--- src/rtl/tft_char_mover_if.sv ---
// Bundle of the frame-sync inputs and origin outputs between tft_ctrl,
// the character mover and the pixel generator.
interface tft_char_mover_if;
  logic       vsync;
  logic       run;
  logic [9:0] char_x0;
  logic [9:0] char_y0;
  logic       dir_x;
  logic       dir_y;
  logic       move_pulse;

  modport master (
    output vsync,
    output run,
    input  char_x0,
    input  char_y0,
    input  dir_x,
    input  dir_y,
    input  move_pulse
  );

  modport slave (
    input  vsync,
    input  run,
    output char_x0,
    output char_y0,
    output dir_x,
    output dir_y,
    output move_pulse
  );
endinterface

--- src/rtl/tft_char_mover.sv ---
// Frame-synchronous bouncing origin for the character block.
// Define CHAR_MOVER_WRAP_EN to make the horizontal axis wrap instead of bounce.
module tft_char_mover #(
  parameter int H_VALID      = 480,
  parameter int V_VALID      = 272,
  parameter int CHAR_W       = 256,
  parameter int CHAR_H       = 32,
  parameter int STEP         = 2,
  parameter int FRAME_DIV    = 2,
  parameter int PAUSE_FRAMES = 30
) (
  input logic             tft_clk,
  input logic             sys_rst_n,
  tft_char_mover_if.slave bus
);

  localparam logic [10:0] X_MAX      = 11'(H_VALID - CHAR_W);
  localparam logic [10:0] Y_MAX      = 11'(V_VALID - CHAR_H);
  localparam logic [10:0] STEP_W     = 11'(STEP);
  localparam logic [15:0] FRAME_LAST = 16'(FRAME_DIV - 1);
  localparam logic [15:0] PAUSE_LAST = 16'(PAUSE_FRAMES - 1);
`ifdef CHAR_MOVER_WRAP_EN
  localparam logic WRAP_X = 1'b1;
`else
  localparam logic WRAP_X = 1'b0;
`endif

  typedef enum logic [1:0] {
    IDLE  = 2'd0,
    RUN   = 2'd1,
    PAUSE = 2'd2
  } state_t;

  state_t           state_q, state_d;
  logic             v_d1_q, v_d2_q;
  logic             frame_tick;
  logic [15:0]      frame_cnt_q, frame_cnt_d;
  logic [15:0]      pause_cnt_q, pause_cnt_d;
  logic [1:0][9:0]  pos_q, pos_d, pos_mv;
  logic [1:0]       dir_q, dir_d, dir_mv;
  logic [1:0]       bounce;
  logic             move_pulse_q, move_pulse_d;

  assign frame_tick = v_d1_q & ~v_d2_q;

  // Index 0 is the horizontal axis, index 1 the vertical axis.
  genvar gi;
  for (gi = 0; gi < 2; gi++) begin : g_axis
    localparam logic [10:0] LIM  = (gi == 0) ? X_MAX : Y_MAX;
    localparam logic        WRAP = (gi == 0) ? WRAP_X : 1'b0;

    logic [10:0] sum;
    logic [9:0]  nxt_pos;
    logic        nxt_dir;
    logic        hit;

    assign sum = {1'b0, pos_q[gi]} + STEP_W;

    always_comb begin
      nxt_pos = pos_q[gi];
      nxt_dir = dir_q[gi];
      hit     = 1'b0;
      if (WRAP) begin
        nxt_dir = 1'b1;
        nxt_pos = (sum > LIM) ? 10'd0 : sum[9:0];
      end else if (dir_q[gi]) begin
        if (sum >= LIM) begin
          nxt_pos = LIM[9:0];
          nxt_dir = 1'b0;
          hit     = 1'b1;
        end else begin
          nxt_pos = sum[9:0];
        end
      end else if ({1'b0, pos_q[gi]} <= STEP_W) begin
        nxt_pos = 10'd0;
        nxt_dir = 1'b1;
        hit     = 1'b1;
      end else begin
        nxt_pos = pos_q[gi] - STEP_W[9:0];
      end
    end

    assign pos_mv[gi] = nxt_pos;
    assign dir_mv[gi] = nxt_dir;
    assign bounce[gi] = hit;
  end

  always_comb begin
    state_d      = state_q;
    frame_cnt_d  = frame_cnt_q;
    pause_cnt_d  = pause_cnt_q;
    pos_d        = pos_q;
    dir_d        = dir_q;
    move_pulse_d = 1'b0;
    case (state_q)
      IDLE: begin
        if (bus.run) begin
          state_d     = RUN;
          frame_cnt_d = '0;
        end
      end
      RUN: begin
        // run low wins over a coincident frame tick: no move is taken.
        if (!bus.run) begin
          state_d     = IDLE;
          frame_cnt_d = '0;
        end else if (frame_tick) begin
          if (frame_cnt_q == FRAME_LAST) begin
            frame_cnt_d  = '0;
            move_pulse_d = 1'b1;
            pos_d        = pos_mv;
            dir_d        = dir_mv;
            if (|bounce) begin
              state_d     = PAUSE;
              pause_cnt_d = '0;
            end
          end else begin
            frame_cnt_d = frame_cnt_q + 16'd1;
          end
        end
      end
      PAUSE: begin
        if (!bus.run) begin
          state_d     = IDLE;
          frame_cnt_d = '0;
        end else if (frame_tick) begin
          if (pause_cnt_q == PAUSE_LAST) begin
            state_d     = RUN;
            frame_cnt_d = '0;
          end else begin
            pause_cnt_d = pause_cnt_q + 16'd1;
          end
        end
      end
      default: begin
        state_d = IDLE;
      end
    endcase
  end

  always_ff @(posedge tft_clk or negedge sys_rst_n) begin
    if (!sys_rst_n) begin
      state_q      <= IDLE;
      v_d1_q       <= 1'b0;
      v_d2_q       <= 1'b0;
      frame_cnt_q  <= '0;
      pause_cnt_q  <= '0;
      pos_q        <= '0;
      dir_q        <= 2'b11;
      move_pulse_q <= 1'b0;
    end else begin
      state_q      <= state_d;
      v_d1_q       <= bus.vsync;
      v_d2_q       <= v_d1_q;
      frame_cnt_q  <= frame_cnt_d;
      pause_cnt_q  <= pause_cnt_d;
      pos_q        <= pos_d;
      dir_q        <= dir_d;
      move_pulse_q <= move_pulse_d;
    end
  end

  assign bus.char_x0    = pos_q[0];
  assign bus.char_y0    = pos_q[1];
  assign bus.dir_x      = dir_q[0];
  assign bus.dir_y      = dir_q[1];
  assign bus.move_pulse = move_pulse_q;

  a_x_in_range: assert property (@(posedge tft_clk) disable iff (!sys_rst_n)
    {1'b0, pos_q[0]} <= X_MAX);
  a_y_in_range: assert property (@(posedge tft_clk) disable iff (!sys_rst_n)
    {1'b0, pos_q[1]} <= Y_MAX);
  a_pulse_single: assert property (@(posedge tft_clk) disable iff (!sys_rst_n)
    move_pulse_q |=> !move_pulse_q);

endmodule

--- src/flat_wrapper.sv ---
// flat-port wrapper written by rule: the top's interface ports become plain ports
module tft_char_mover_flat 
#(
  parameter int H_VALID      = 480,
  parameter int V_VALID      = 272,
  parameter int CHAR_W       = 256,
  parameter int CHAR_H       = 32,
  parameter int STEP         = 2,
  parameter int FRAME_DIV    = 2,
  parameter int PAUSE_FRAMES = 30
)
  (tft_clk, sys_rst_n, bus_vsync, bus_run, bus_char_x0, bus_char_y0, bus_dir_x, bus_dir_y, bus_move_pulse);
  tft_char_mover_if bus_i ();
  input logic tft_clk;
  input logic sys_rst_n;
  input wire logic [$bits(bus_i.vsync)-1:0] bus_vsync;
  input wire logic [$bits(bus_i.run)-1:0] bus_run;
  output wire logic [$bits(bus_i.char_x0)-1:0] bus_char_x0;
  output wire logic [$bits(bus_i.char_y0)-1:0] bus_char_y0;
  output wire logic [$bits(bus_i.dir_x)-1:0] bus_dir_x;
  output wire logic [$bits(bus_i.dir_y)-1:0] bus_dir_y;
  output wire logic [$bits(bus_i.move_pulse)-1:0] bus_move_pulse;
  assign bus_i.vsync = bus_vsync;
  assign bus_i.run = bus_run;
  assign bus_char_x0 = bus_i.char_x0;
  assign bus_char_y0 = bus_i.char_y0;
  assign bus_dir_x = bus_i.dir_x;
  assign bus_dir_y = bus_i.dir_y;
  assign bus_move_pulse = bus_i.move_pulse;
  tft_char_mover #(.H_VALID(H_VALID), .V_VALID(V_VALID), .CHAR_W(CHAR_W), .CHAR_H(CHAR_H), .STEP(STEP), .FRAME_DIV(FRAME_DIV), .PAUSE_FRAMES(PAUSE_FRAMES)) u_core (.tft_clk(tft_clk), .sys_rst_n(sys_rst_n), .bus(bus_i));
endmodule
--- config.mk ---
export PLATFORM = sky130hd
export DESIGN_NAME = tft_char_mover_flat
export DESIGN_NICKNAME = d
export VERILOG_FILES = /design/src/rtl/tft_char_mover_if.sv /design/src/rtl/tft_char_mover.sv /design/src/flat_wrapper.sv
export SDC_FILE = /design/constraint.sdc
export NUM_CORES = 1
export LEC_CHECK = 0
export ABC_AREA = 1
export ABC_CLOCK_PERIOD_IN_PS = 5100
export BUFFER_PORTS_ARGS = -buffer_cell sky130_fd_sc_hd__buf_2
export CAP_MARGIN = 20
export CORE_MARGIN = 10
export CORE_UTILIZATION = 39
export DETAILED_ROUTE_END_ITERATION = 7
export SLEW_MARGIN = 20
export SYNTH_ARGS = -nofsm -noshare
export SYNTH_HDL_FRONTEND = slang
export SYNTH_SLANG_ARGS = --single-unit
export TNS_END_PERCENT = 1
--- constraint.sdc ---
create_clock -name tft_clk -period 5.1 [get_ports tft_clk]
set_input_delay 0 -clock tft_clk [delete_from_list [all_inputs] [get_ports tft_clk]]
set_output_delay 0 -clock tft_clk [all_outputs]
set_load 0.02 [all_outputs]
# Word level (Yosys, flattened, before mapping)
# Cells that the tools add are included.
dict set report word_totals {
  ff_bits 59
  inputBits 4
  out_inout_bits 23
  word_cells 91
}
dict set report classes {
  addsub 6
  magnitude_cmp 4
  n_eq_ne 17
  muxes 45
  bitwise 2
  reduce_logical 8
}
# cell n
set ops {}
lappend ops {{16-bit 2-to-1 mux} 14}
lappend ops {{10-bit 2-to-1 mux} 6}
lappend ops {{16-bit one-hot mux with 3 select lines} 1}
lappend ops {{16-bit by 1-bit adder with 16-bit output, second input constant} 2}
lappend ops {{16-bit one-hot mux with 2 select lines} 1}
lappend ops {{10-bit by 2-bit adder with 11-bit output, second input constant} 2}
lappend ops {{11-bit by 8-bit >= comparator with 1-bit output, second input constant} 2}
lappend ops {{10-bit by 2-bit <= comparator with 1-bit output, second input constant} 2}
lappend ops {{10-bit by 2-bit subtractor with 10-bit output, second input constant} 2}
lappend ops {{16-bit by 1-bit == test with 1-bit output, second input constant} 1}
lappend ops {{16-bit by 5-bit == test with 1-bit output, second input constant} 1}
lappend ops {{2-bit 2-to-1 mux} 8}
lappend ops {{3-bit by 2-bit inequality test with 1-bit output, second input constant} 5}
lappend ops {{1-bit 2-to-1 mux} 14}
lappend ops {{2-bit by 1-bit inequality test with 1-bit output, second input constant} 4}
lappend ops {{2-bit inequality test, second input constant} 4}
lappend ops {{8-bit AND reduction} 1}
lappend ops {{2-bit one-hot mux with 3 select lines} 1}
lappend ops {{6-bit AND reduction} 1}
lappend ops {{5-bit AND reduction} 1}
lappend ops {{4-bit AND reduction} 1}
lappend ops {{3-bit nonzero test} 1}
lappend ops {{2-bit by 1-bit == test with 1-bit output, second input constant} 1}
lappend ops {{2-bit == test, second input constant} 1}
lappend ops {{5 further kinds} 5}

# Depth between registers and ports, before layout
# Gate-level depths: netlist (run 1).
dict set report depth {
  depth_word 10
  mapped_depth 16
  mapped_depth_nobuf 15
}

# Worst setup path before layout (run 1)
# No wires, ideal clock.
dict set report synth_timing {
  path_type {reg-to-reg}
  startpoint {register u_core.pos_q (netlist bit u_core.bus.char_y0[1])}
  endpoint {register u_core.pause_cnt_q[6]}
  setup_time_ns 0.115
  t_arrival_ns 1.923
  required_ns 4.985
  setup_slack_ns 3.062
  path_stages_with_launch 16
  n_path_buf 1
  period_less_slack_ns 2.038
  path_cell_list {dfrtp_1 ha_1 nand3_1 nor2_1 nand2_1 nand2_1 nand3_1 nand2_4 nand2_4 nand2_4 nand2_4 nand2_8 nand2_8 buf_12 nand2_2 nand2_2}
}
dict set report synth_between {
  elab_chain_len 7
  word_cells_on_any_way 9
  cone_classes {add/sub (1); order compare (2); eq/ne (1); mux (3); reduce/logical (2)}
}
# item line
set synth_rtl {}
lappend synth_rtl {{from (decl)} tft_char_mover.sv:39} ;# logic [1:0][9:0] pos_q, pos_d, pos_mv;
lappend synth_rtl {{from (signal assigned)} tft_char_mover.sv:157} ;# pos_q <= pos_d;
lappend synth_rtl {{10-bit by 2-bit adder with 11-bit output} tft_char_mover.sv:57} ;# assign sum = {1'b0, pos_q[gi]} + STEP_W;
lappend synth_rtl {{11-bit by 8-bit >= comparator with 1-bit output} tft_char_mover.sv:67} ;# if (sum >= LIM) begin
lappend synth_rtl {{1-bit 2-to-1 mux} tft_char_mover.sv:67}
lappend synth_rtl {{1-bit 2-to-1 mux (*)} tft_char_mover.sv:66} ;# end else if (dir_q[gi]) begin
lappend synth_rtl {{2-bit OR reduction (*)} tft_char_mover.sv:113} ;# if (|bounce) begin
lappend synth_rtl {{2-bit by 1-bit inequality test with 1-bit output (no line) (*)} --}
lappend synth_rtl {{8-bit AND reduction (no line) (*)} --}
lappend synth_rtl {{to (signal assigned)} tft_char_mover.sv:156} ;# pause_cnt_q <= pause_cnt_d;
lappend synth_rtl {{to (decl)} tft_char_mover.sv:38} ;# logic [15:0] pause_cnt_q, pause_cnt_d;
# Mark *: on every way between the ends. The rest lies on a longest branch, timed or not.
# A chain may end at the register's enable or synchronous reset.

# Worst setup path in the final report (run 1)
dict set report layout_timing {
  startpoint {register u_core.frame_cnt_q[1]}
  endpoint {register u_core.pause_cnt_q[15]}
}
dict set report layout_between {
  elab_chain_len 3
}
# item line
set layout_rtl {}
lappend layout_rtl {{from (decl)} tft_char_mover.sv:37} ;# logic [15:0] frame_cnt_q, frame_cnt_d;
lappend layout_rtl {{from (signal assigned)} tft_char_mover.sv:155} ;# frame_cnt_q <= frame_cnt_d;
lappend layout_rtl {{16-bit by 1-bit == test with 1-bit output} tft_char_mover.sv:108} ;# if (frame_cnt_q == FRAME_LAST) begin
lappend layout_rtl {{2-bit by 1-bit inequality test with 1-bit output (no line)} --}
lappend layout_rtl {{8-bit AND reduction (no line)} --}
# Every way passes these cells.

==> results.toml, run 1 <==
[status]
status = "completed"

[timing]
finalCritPeriodShare_pct = 43.4
setup_ws_ns = 2.88
rsz0062_at_grt = "no"
tightest_slew_ns = 0.878
max_freq_ghz = 0.451
clock-skew-final_ns = 0.00865
drv_slew = 0
relSlewSlack_pct = 41.2
final.min_clock_period_ns = 2.22
setup_violations = 0
tns_ns = 0
hold_ws_ns = 0.314
hold_viol = 0

[cells_and_area]
final_common_cell = "nand2_1"
final_nets = 640
drive_above_1_share_pct = 16.5
antenna_cells = 0
syn_to_final_growth_pct = 10.4
final_cell_mix = "130 x nand2_1, 68 x inv_1, 65 x nor2_1, 55 x dfrtp_1, 53 x nand3_1"
fin_util_pct = 43.7
nFillCells = 1138

[floorplanning]
start_util_pct = 39.5
rows = 38
pin_count = 27
core_area_mm2 = 0.0107
die_x_um = 124
die_area_mm2 = 0.0155
die_h_um = 124

[drt]
routed_wl_um = 10100
drtIter0Drc = 379
drc = 0
viasPerCell = 5.08
first_pass_iters = 4
wire_per_inst_um = 13.1
final_antenna_net_count = 0
via_count = 3915

[synth]
ys_top_cells_by_area = "dfrtp_1 32%, nand2_1 11%, nand3_1 6.2%"
netlist_instances = 599
avgSynthCellArea_um2 = 7.09
netlist_area_mm2 = 0.00425
yosysWarnings = 0
seq_area_frac_synth_pct = 33.6
yosysTopAreaCellShare_pct = 32.4
synth_cell_type_count = 42
yosys.area.top_type = "dfrtp_1"
ys_seq_elements = 57

[global_routing]
grt_pass1_wl_um = 17500
grt_overflow_total = 0
antenna_found_initial = 0
grt_pass1_vias = 3881
grt_usage_pct = 12.9
grt_max_degree = 58

[placed_design]
pre_cts_ws_ns = 2.88
place.port_buffers = 24
dp_hpwl_um = 7420
gp_congestion = 0.883

[hold_path]
hold_class = "input port to register"

[clocking]
cts-buffers-inserted = 9
clk_path_buf_depth = 2
ctsResizeCount = 0
root_buffer = "clkbuf_8"
cts.sinks = 57
clk_pin_slew_ns = 0.07
ctsHoldBuffers = 3
htreeDepth = 3
cts_tree = "yes"
worstSkewPairLatency_ns = 0.33
post_cts.repair.setup_buffers = 0

[power]
vdd_drop_max_mv = 0.203
p_leak_uw = 0.00217
cellPowerDensity_mw_per_mm2 = 443
power_uw = 2080

[setup_path]
crit_chain = "inv_1, ha_1, inv_1, nor2_1, nand4_1, nor4_2, nand2_2, a21oi_4, nand2_8, nand2_1, nand2_1"
critPathMaxFanout = 17
end_kind = "register"
critical_path_arrival_ns = 2.44
crit_type = "register to register"
startpoint_type = "register"
crit_slowest_cell = "a21oi_4"
cpPeakStageDelay_ns = 0.50
required_ns = 5.32

[flow_run]
cap_violations = 0
==> Yosys cell counts (all sizes together) <==
library cell,number
nor2,74
a31oi,1
o211ai,6
dfstp,2
nand2,162
buf,13
clkbuf,1
ha,10
a21oi,30
nor4,9
conb,1
inv,77
or2,1
dfrtp,55
a22oi,3
clkinv,1
o21ai,43
and3,2
nor3,15
nand4,13
nand3,58
o22ai,2
xnor2,1
xor2,16
nor3b,1
nand3b,2
==> final cells by class <==
cell class	count	area (µm²)	share of cell area (%)
clock inverter	6	82.6	1.76
inverter	78	298	6.35
clock buffer	10	128	2.72
multi-input combinational	451	2410	51.5
sequential	57	1430	30.5
tap	140	175	3.73
timing repair buffer	29	165	3.52
==> metrics by stage <==
stage                     cells  instance area, µm²
after global placement      752                4450
after detailed placement    752                4450
after CTS                   771                4690
after global routing        771                4690
after floorplan             600                4250
final                       771                4690
==> layer usage <==
| layer | vias to the layer above | track usage (%) | wire length, µm |
|---|---|---|---|
| li1 | 1999 | - | - |
| met4 | 0 | 4.46 | 114 |
| met2 | 60 | 21.4 | 4760 |
| met3 | 10 | 3.28 | 413 |
| met1 | 1846 | 16.0 | 4830 |
| met5 | - | 0 | 0 |
==> critical path, delay by kind of cell (launching register included) <==
| family | cells | cell delay, ns |
|---|---|---|
| AND/OR/NAND/NOR | 7 | 0.92 |
| AO/OA/AOI/OAI | 1 | 0.50 |
| flip-flops | 1 | 0.40 |
| adder cells (fa/ha/maj) | 1 | 0.15 |
| buffers and inverters | 2 | 0.14 |
==> logic make-up after synthesis <==
kind of cell	count (synthesis)	synth area share, %
other cells	1	0.0883
fa+ha+maj	10	2.95
xor+xnor	17	3.51
compound gates	85	11.0
simple gates	337	39.2
flops	57	33.6
buf+inv	92	9.63
==> registers in the layout (all words and copies together), names as in the netlist <==
signal,count
u_core.bus.char_x0,9
u_core.bus.char_y0,9
u_core.dir_q,2
u_core.state_q,2
u_core.v_d1_q,1
u_core.v_d2_q,1
u_core.pause_cnt_q,16
u_core.frame_cnt_q,16
u_core.bus.move_pulse,1
==> final timing paths <==
path                                                 endpoint  slack [ns]  cells past startpoint                              start
min in group asynchronous   u_core.bus.char_x0[7]$_DFFE_PN0P_        0.34                      3                          sys_rst_n
max in group asynchronous   u_core.bus.char_y0[8]$_DFFE_PN0P_        4.26                      3                          sys_rst_n
setup reg to reg           u_core.pause_cnt_q[15]$_DFFE_PN0P_        2.88                     11  u_core.frame_cnt_q[1]$_DFFE_PN0P_
hold / removal                        u_core.v_d1_q$_DFF_PN0_        0.31                      2                          bus_vsync
setup / recovery           u_core.pause_cnt_q[15]$_DFFE_PN0P_        2.88                     11  u_core.frame_cnt_q[1]$_DFFE_PN0P_
hold reg to reg                       u_core.v_d2_q$_DFF_PN0_        0.38                      0            u_core.v_d1_q$_DFF_PN0_
==> where the power goes <==
part	switching (µW)	internal (µW)	total (µW)
registers	135	530	665
clock network	188	273	460
logic	664	290	954
(Power assumes the default switching activity.)
==> run 2, diff against run 1 <==
--- a/config.mk
+++ b/config.mk
@@ -5,8 +5,8 @@
 export SDC_FILE = /design/constraint.sdc
 export NUM_CORES = 1
 export LEC_CHECK = 0
-export ABC_AREA = 1
-export ABC_CLOCK_PERIOD_IN_PS = 5100
+export ABC_AREA = 0
+export ABC_CLOCK_PERIOD_IN_PS = 2300
 export BUFFER_PORTS_ARGS = -buffer_cell sky130_fd_sc_hd__buf_2
 export CAP_MARGIN = 20
 export CORE_MARGIN = 10
==> constraint.sdc (replaced) <==
create_clock -name tft_clk -period 2.3 [get_ports tft_clk]
set_input_delay 0 -clock tft_clk [delete_from_list [all_inputs] [get_ports tft_clk]]
set_output_delay 0 -clock tft_clk [all_outputs]
set_load 0.02 [all_outputs]
==> run 2 against run 1 <==
The run now ends with negative setup slack left. Clock power rose by 140%. Global-route usage rose by 1.6 points. Count of clock-buffer cells in the layout rose by 1. Largest cell class unchanged. Largest power group is now sequential cells.
==> results.toml, run 2 <==
[status]
status = "complete, but fails checks"
violations = "negative setup slack"

[cells_and_area]
final_common_cell = "buf_4"
final_cell_mix = "59 x buf_4, 52 x dfrtp_1, 38 x nand2_1, 31 x a21oi_1, 30 x o21ai_0"
final_cell_count_no_fill = 666
final_nets = 542
top_regs = "u_core.frame_cnt_q (16), u_core.pause_cnt_q (16)"
nFillCells = 980
fin_util_pct = 49.8
syn_to_final_growth_pct = 24.0
drive_above_1_share_pct = 25.5
antenna_cells = 0

[synth]
synth_common_cells = "55 x dfrtp_1, 38 x nand2_1, 31 x a21oi_1"
yosysMostFrequentCell = "dfrtp_1"
synth-simple-area-share_pct = 23.5
yosysTopAreaCellShare_pct = 34.9
netlist_instances = 464
muxShareOfSynthArea_pct = 2.28
synth_compound_area_share_pct = 27.1
synthFlopType = "dfrtp_1"
seq_area_frac_synth_pct = 36.2
ys_seq_elements = 57
synth_edf_count = 0
synthAdderAreaFrac_pct = 3.17
synth_xor_area_share_pct = 1.11
async_flop_share_pct = 100
yosys.area.top_type = "dfrtp_1"
avgSynthCellArea_um2 = 8.50
synth_top_family_by_area = "compound AO/OA/AOI/OAI gates"
netlist_area_mm2 = 0.00395
yosysWarnings = 0
ys_top_cells_by_area = "dfrtp_1 35%, a21oi_1 3.9%, o21ai_0 3.8%"
synth_cell_type_count = 74

[timing]
setup_violations = 15
finalCritPeriodShare_pct = 104
setup_ws_ns = -0.0920
hold_viol = 0
relSlewSlack_pct = 50.1
max_freq_ghz = 0.418
final.min_clock_period_ns = 2.39
tightest_slew_ns = 0.749
rsz0062_at_grt = "yes"
drv_slew = 0
clock-skew-final_ns = 0.0171

[placed_design]
pre_cts_ws_ns = -0.119
placedCellCount = 648
place.port_buffers = 24
dp_hpwl_um = 7350
gp_congestion = 0.896

[clocking]
cts.sinks = 57
cts_tree = "yes"
cts-buffers-inserted = 9
root_buffer = "clkbuf_8"
clk_pin_slew_ns = 0.07
clk_path_buf_depth = 2
htreeDepth = 3
worstSkewPairLatency_ns = 0.34

[power]
power_uw = 2980
p_leak_uw = 0.00207
cellPowerDensity_mw_per_mm2 = 610
vdd_drop_max_mv = 0.231

[floorplanning]
pin_count = 27
die_h_um = 121
start_util_pct = 40.2
die_x_um = 121
core_area_mm2 = 0.00982
rows = 36
die_area_mm2 = 0.0145

[setup_path]
critical_path_arrival_ns = 2.63
end_kind = "register"
critPathMaxFanout = 15
worst_r2r_endpoint = "u_core.pause_cnt_q[7]$_DFFE_PN0P_"
reg2regPathDepth = 7
startpoint_type = "register"
required_ns = 2.54
r2r-start = "u_core.bus.char_x0[1]$_DFFE_PN0P_"
rrSetupSlack_ns = -0.09
crit_type = "register to register"

[drt]
via_count = 3808
routed_wl_um = 10300
drc = 0
first_pass_iters = 7
final_antenna_net_count = 0
drtIter0Drc = 337
wire_per_inst_um = 15.5
viasPerCell = 5.72

[global_routing]
antenna_found_initial = 0
grt_max_degree = 58
grt_usage_pct = 14.5
grt_overflow_total = 0
grt_pass1_vias = 3786
grt_pass1_wl_um = 18100

[hold_path]
hold_start = "bus_run"
min_to = "u_core.state_q[0]$_DFFE_PN0P_"
hold_class = "input port to register"
holdPathStages = 3

[flow_run]
cap_violations = 0
[run 2: cell count changes in the layout (fill, tap and decap cells not counted), moves of 7 or more]
cell / delta
inv_2: -9
nand2b_1: +9
inv_1: -47
a31oi_1: +21
nand2_1: -92
nand2_2: -24
mux2i_1: +9
and3_1: +8
nand3_1: -35
xor2_1: -13
nor2_1: -42
buf_4: +57
o21ai_1: -7
[run 2: how the worst max path moves through the flow]
stage / start / to / slack [ns] / depth (start not counted)
2_1_floorplan: u_core.bus.char_x0[1]$_DFFE_PN0P_ / u_core.pause_cnt_q[11]$_DFFE_PN0P_ / -0.15 / 7
3_3_place_gp: u_core.bus.char_x0[2]$_DFFE_PN0P_ / u_core.pause_cnt_q[10]$_DFFE_PN0P_ / -0.08 / 7
3_5_place_dp: u_core.bus.char_x0[2]$_DFFE_PN0P_ / u_core.pause_cnt_q[7]$_DFFE_PN0P_ / -0.12 / 7
4_1_cts: u_core.bus.char_x0[2]$_DFFE_PN0P_ / u_core.pause_cnt_q[7]$_DFFE_PN0P_ / -0.12 / 7
5_1_grt: u_core.bus.char_x0[1]$_DFFE_PN0P_ / u_core.pause_cnt_q[7]$_DFFE_PN0P_ / -0.17 / 8
6_report: u_core.bus.char_x0[1]$_DFFE_PN0P_ / u_core.pause_cnt_q[7]$_DFFE_PN0P_ / -0.09 / 7
[run 2: layer usage]
metal	track usage [%]	routed length, µm	up-vias
met1	18.6	4760	1858
met2	23.9	5000	72
met5	0	0	-
li1	-	-	1866
met4	5.20	121	0
met3	2.70	443	12
[run 2: cell type report]
cell class	count	area, µm²	area share (%)
well taps	133	166	3.40
repair buffers	88	626	12.8
clock buffers	11	151	3.09
multi-input cells	350	2350	48.1
flip-flops and latches	57	1430	29.3
inverters	22	86.3	1.76
clock inverters	5	77.6	1.59
[run 2: stage by stage]
stage	hold slack [ns]	instance area (µm²)	setup TNS [ns]
after floorplan	-0.296	3970	-1.40
after global placement	0.111	4550	-0.511
after detailed placement	0.111	4550	-0.808
after CTS	0.150	4840	-1.20
after global routing	0.205	4890	-1.85
final	0.171	4890	-0.698
[run 2: kinds of logic (layout without fill, tap and decap cells)]
kind of cell | Yosys count | count (layout)
and+or+nand+nor | 170 | 170
AOI/OAI and AO/OA | 154 | 154
buffers and inverters | 58 | 126
muxes | 9 | 9
DFF | 57 | 57
other | 1 | 2
adders and majority gates | 10 | 10
xor gates and xnor gates | 5 | 5
[run 2: power breakdown]
part / internal, µW / leakage [µW] / switching (µW)
Clock: 666 / 0.000115 / 427
Sequential: 1060 / 0.000703 / 62.7
Combinational: 305 / 0.00125 / 457
[run 2: critical path, cell delays in order (launching register included)]
cell	delay, ns
dfrtp_2	0.43
ha_4	0.17
or4_4	0.48
a211o_1	0.29
or2_4	0.24
a221o_1	0.33
buf_12	0.17
a41oi_2	0.17
[run 2: timing repair]
action,in CTS,in global routing
buffers inserted,0,0
hold buffers,2,0
setup endpoints to repair,16,46
resized for setup,5,13
pin swaps,1,4
hold endpoints to repair,56,0
